[config.mk]
export PLATFORM = sky130hd
export DESIGN_NAME = af_sweep_ctrl
export DESIGN_NICKNAME = d
export VERILOG_FILES = /design/src/rtl/af_sweep_ctrl.sv
export SDC_FILE = /design/constraint.sdc
export NUM_CORES = 1
export LEC_CHECK = 0
export CORE_MARGIN = 1.5
export CORE_UTILIZATION = 32
export CTS_BUF_LIST = sky130_fd_sc_hd__clkbuf_4 sky130_fd_sc_hd__clkbuf_8
export CTS_CLUSTER_DIAMETER = 60
export DETAILED_ROUTE_END_ITERATION = 16
export PLACE_DENSITY = 0.55
export SYNTH_ARGS = -nofsm -noshare
export SYNTH_HDL_FRONTEND = slang
export SYNTH_SLANG_ARGS = --single-unit
[constraint.sdc]
create_clock -name VIDEO_CLK -period 5 [get_ports VIDEO_CLK]
set_input_delay 1 -clock VIDEO_CLK [delete_from_list [all_inputs] [get_ports VIDEO_CLK]]
set_output_delay 1 -clock VIDEO_CLK [all_outputs]
set_load 0.1 [all_outputs]
[src/rtl/af_sweep_ctrl.sv]
// af_sweep_ctrl: contrast-detect autofocus controller, coarse then fine VCM lens sweep
module af_sweep_ctrl #(
   parameter int COARSE_STEP   = 32,
   parameter int FINE_STEP     = 4,
   parameter int SETTLE_FRAMES = 2,
   parameter int STEP_MAX      = 1023
) (
   input  logic        VIDEO_CLK,
   input  logic        RESET,
   input  logic        START,
   input  logic        FRAME_END,
   input  logic [23:0] SHARP,
   input  logic        VCM_ACK,
   output logic [9:0]  VCM_STEP,
   output logic        VCM_REQ,
   output logic        BUSY,
   output logic        DONE,
   output logic [9:0]  BEST_STEP,
   output logic [2:0]  STATE
);
   typedef enum logic [2:0] {
      S_IDLE     = 3'd0,
      S_WRITE    = 3'd1,
      S_SETTLE   = 3'd2,
      S_MEASURE  = 3'd3,
      S_NEXT     = 3'd4,
      S_FINAL_WR = 3'd5,
      S_FDONE    = 3'd6
   } state_t;

   localparam int          CW         = $clog2(SETTLE_FRAMES + 2);
   localparam logic [CW-1:0] C_CNT_LAST = CW'(SETTLE_FRAMES - 1);
   localparam logic [10:0] C_COARSE   = 11'(COARSE_STEP);
   localparam logic [10:0] C_FINE     = 11'(FINE_STEP);
   localparam logic [10:0] C_MAX      = 11'(STEP_MAX);

   state_t        r_state, w_next;
   logic          r_phase, w_phase;
   logic [9:0]    r_step, w_step;
   logic          r_req, w_req;
   logic          r_busy, w_busy;
   logic          r_done, w_done;
   logic [9:0]    r_best_step, w_best_step;
   logic [23:0]   r_best, w_best;
   logic [10:0]   r_hi, w_hi;
   logic [CW-1:0] r_cnt, w_cnt;

   // 11-bit sums so a step past STEP_MAX (or past the fine window) is detected, not wrapped
   logic [10:0] w_n_coarse, w_n_fine, w_lo_diff, w_hi_sum, w_hi_new;
   logic [9:0]  w_lo;
   logic        w_c_ovf, w_f_ovf;

   assign w_n_coarse = {1'b0, r_step} + C_COARSE;
   assign w_n_fine   = {1'b0, r_step} + C_FINE;
   assign w_c_ovf    = w_n_coarse > C_MAX;
   assign w_f_ovf    = w_n_fine > r_hi;
   assign w_lo_diff  = {1'b0, r_best_step} - C_COARSE;
   assign w_lo       = ({1'b0, r_best_step} >= C_COARSE) ? w_lo_diff[9:0] : 10'd0;
   assign w_hi_sum   = {1'b0, r_best_step} + C_COARSE;
   assign w_hi_new   = (w_hi_sum > C_MAX) ? C_MAX : w_hi_sum;

   // state register
   always_ff @(posedge VIDEO_CLK) begin
      if (RESET) r_state <= S_IDLE;
      else       r_state <= w_next;
   end

   // next-state logic; ACK only matters in the two write states, where VCM_REQ is high
   always_comb begin
      w_next = r_state;
      case (r_state)
         S_IDLE, S_FDONE: w_next = START ? S_WRITE : r_state;
         S_WRITE:         w_next = VCM_ACK ? ((SETTLE_FRAMES == 0) ? S_MEASURE : S_SETTLE) : r_state;
         S_SETTLE:        w_next = (FRAME_END && r_cnt == C_CNT_LAST) ? S_MEASURE : r_state;
         S_MEASURE:       w_next = FRAME_END ? S_NEXT : r_state;
         S_NEXT:          w_next = (r_phase && w_f_ovf) ? S_FINAL_WR : S_WRITE;
         S_FINAL_WR:      w_next = VCM_ACK ? S_FDONE : r_state;
         default:         w_next = S_IDLE;
      endcase
   end

   // next values of datapath and outputs; everything is registered below
   always_comb begin
      w_phase     = r_phase;
      w_step      = r_step;
      w_busy      = r_busy;
      w_done      = r_done;
      w_best_step = r_best_step;
      w_best      = r_best;
      w_hi        = r_hi;
      w_cnt       = r_cnt;
      case (r_state)
         S_IDLE, S_FDONE: begin
            if (START) begin
               w_phase     = 1'b0;
               w_step      = 10'd0;
               w_best      = 24'd0;
               w_best_step = 10'd0;
               w_cnt       = '0;
               w_busy      = 1'b1;
               w_done      = 1'b0;
            end
         end
         S_SETTLE: w_cnt = FRAME_END ? ((r_cnt == C_CNT_LAST) ? '0 : r_cnt + 1'b1) : r_cnt;
         S_MEASURE: begin
            if (FRAME_END && SHARP > r_best) begin
               w_best      = SHARP;
               w_best_step = r_step;
            end
         end
         S_NEXT: begin
            if (!r_phase) begin
               w_step  = w_c_ovf ? w_lo : w_n_coarse[9:0];
               w_phase = w_c_ovf;
               w_hi    = w_c_ovf ? w_hi_new : r_hi;
            end else begin
               w_step  = w_f_ovf ? r_best_step : w_n_fine[9:0];
            end
         end
         S_FINAL_WR: begin
            w_busy = VCM_ACK ? 1'b0 : r_busy;
            w_done = VCM_ACK ? 1'b1 : r_done;
         end
         default: ;
      endcase
      w_req = (w_next == S_WRITE) || (w_next == S_FINAL_WR);
   end

   // datapath and output registers
   always_ff @(posedge VIDEO_CLK) begin
      if (RESET) begin
         r_phase     <= 1'b0;
         r_step      <= 10'd0;
         r_req       <= 1'b0;
         r_busy      <= 1'b0;
         r_done      <= 1'b0;
         r_best_step <= 10'd0;
         r_best      <= 24'd0;
         r_hi        <= 11'd0;
         r_cnt       <= '0;
      end else begin
         r_phase     <= w_phase;
         r_step      <= w_step;
         r_req       <= w_req;
         r_busy      <= w_busy;
         r_done      <= w_done;
         r_best_step <= w_best_step;
         r_best      <= w_best;
         r_hi        <= w_hi;
         r_cnt       <= w_cnt;
      end
   end

   assign VCM_STEP  = r_step;
   assign VCM_REQ   = r_req;
   assign BUSY      = r_busy;
   assign DONE      = r_done;
   assign BEST_STEP = r_best_step;
   assign STATE     = r_state;
endmodule

==> metrics.txt <==
H-tree Lvls=3; buffers plus inverters on the worst setup path=0; first-pass GRT wire length=19600 um; critical path class=flop to flop; top cells by area, synth=dfxtp_1, ha_1, mux2i_1, nand2_1, nand3_1; CP max stage delay=roughly 650 ps; Yosys top cell area share=0.282; commonest cells after routing, fill and taps aside=nand2_1, dfxtp_1, clkdlybuf4s50_1, nand3_1, inv_1; RSZ-0062 raised after global routing=no; worst-path cell chain=ha_1 -> nand4_1 -> nor2_1 -> xor2_1 -> ha_1 -> o21a_1 -> a21oi_2 -> and4bb_1 -> nor2_4 -> mux2_2 -> a311oi_1; leakage=roughly 0.0019 uW; Longest Clk Path Bufs=2; post-CTS sizing=0; TritonCTS buffer count=9; IO buf count=54; 1st-iter DRT viols=315; WL/cell=around 16 um; asr flop ratio synth=0; final setup TNS=0 ps; Syn Inst Count=538; starting density of the core=0.328; WHS=roughly 460 ps; crit path max fanout=13; fin crit share=0.686; Setup Skew=9.09 ps; Antenna diodes=0; vias in the first global route=around 3700; clock sinks=64; Max-slew headroom=0.204; Fin. Hold Viols=0; hold buffer count at CTS=0; CTS tree=yes; pin count of the biggest net entering global routing=76; Synth Cell Area=between 0.004 and 0.005 mm^2; leading area contributor after synthesis=dfxtp_1; EDFF count, synth=0; die width=122 um; FF-to-FF setup slack=1570 ps; Levels on crit path=11; DRT Pass-1 Iters=4; routed vias=4008; flops & latches, synth=64; post-detailed-route count of antenna-violating nets=0; initial antenna violation count=0; ys flop type=dfxtp_1; IR drop worst, VDD=0.130 mV; syn_nets=around 610; Most Frequent Cell on Critical Path=ha_1; most common cell after layout, fill and taps aside=nand2_1; clk_lat worst skew=360 ps; Max Cap Violations=0; P&R area growth vs syn=17.6%; CP endpoint kind=flop; Core Util, Final=0.385; worst path arrival time=roughly 3700 ps; Core Area=0.0139 mm^2; # rows=43; die footprint=0.0149 mm^2; Synth cell types=approximately 70; Post-CTS Setup Bufs=0; Avg Inst Size Synth=between 8 and 9 um^2; Worst-Margin Slew=~1200 ps; # IOs=55; Root Buffer Master=clkbuf_8; Max Clock Freq=292 MHz; fin nets=641; Crit path max-delay family=simple AND/OR/NAND/NOR gates; worst hold path depth=2; clock-pin slew on the worst setup and hold paths=70 ps; Residual DRC=0; status=completed; Final Max Tran Viols=0; Crit-path slowest cell=dfxtp_1; final WL=12000 um; sequential area share after synthesis=0.282; Reg2Reg Depth=11; gpl congestion=0.903; chip height=about 120 um; Final setup viols=0; fin crit period=3430 ps; Syn. warnings=0; critical path startpoint category=flop; Overflow after GRT=0; DP Wirelength=8800 um; Total Routing Usage GR=0.169; power per standard cell area=approximately 230 mW/mm^2; Crit path required time=5270 ps; layout cell share with drive strength beyond 1=0.0749; Via density=5.32; class of the worst hold path=flop to flop
==> flip-flops by register name, summed over array words and instances, names as in the netlist <==
register,count
DONE,1
STATE,3
BUSY,1
VCM_REQ,1
r_hi,11
r_best,24
BEST_STEP,10
r_phase,1
VCM_STEP,10
r_cnt,2
==> area by class of cell <==
type                            count  area (um^2)
Clock buffer                       12          159
Timing Repair Buffer               58          571
Fill cell                        1437         8530
Tap cell                          180          225
Inverter                           45          169
Clock inverter                      3         65.1
Multi-Input combinational cell    392         2880
Sequential cell                    64         1280
==> tightest hold or removal path, cell delays in order, from the launching register on <==
cell,delay (ps)
dfxtp_1,310
nand2_1,50
mux2i_1,50
==> routing by layer <==
metal	part of all wire	routed length [um]	track usage
met4	0.025	299	0.0792
met3	0.056	672	0.0260
met5	0	0	0
met2	0.46	5590	0.270
met1	0.46	5490	0.224
==> cells in the mapped netlist (3+ instances only) <==
cell type,number
mux2i_1,36
nand4_1,9
nor2_1,20
buf_2,5
o31ai_1,7
nor3_1,8
a21oi_1,26
o21ai_0,11
nor4_1,4
o221a_1,7
o211ai_1,5
xnor2_1,9
a311oi_1,7
nor2b_1,3
nand3_1,47
nand2_1,70
nand4b_1,3
nor3b_1,5
a22oi_1,5
mux2_2,3
xor2_1,3
and2_1,5
ha_1,42
dfxtp_1,64
buf_4,6
buf_6,3
buf_12,3
a21o_1,6
clkbuf_1,20
inv_1,45
==> through the flow <==
stage	std cells	instance area (um^2)	setup slack (ps)	total power (uW)
2_1_floorplan	538	4550	1500	663
4_1_cts	754	5350	1640	1230
3_5_place_dp	739	5120	1400	705
6_report	754	5350	1570	1210
5_1_grt	754	5350	1330	1260
3_3_place_gp	739	5120	1450	704
==> cell families after synthesis <==
family                   Yosys count  synth area share
XOR/XNOR                          12            0.0231
AND/OR/NAND/NOR                  197             0.233
multiplexers                      40            0.0891
AO/OA/AOI/OAI                    101             0.168
adder cells (fa/ha/maj)           42             0.116
flip-flops                        64             0.282
buffers and inverters             82            0.0897
==> path summary, 6_finish.rpt <==
kind                from     endpoint
max          VCM_STEP[5]  VCM_STEP[4]
min            r_best[9]    r_best[9]
max reg2reg  VCM_STEP[5]  VCM_STEP[4]
min reg2reg    r_best[9]    r_best[9]
==> where the power goes <==
| group | internal [uW] | switching [uW] |
|---|---|---|
| combinational | 67.5 | 101 |
| sequential | 515 | 8.98 |
| clock | 310 | 212 |
| total | 893 | 322 |
(Power assumes the default switching activity.)
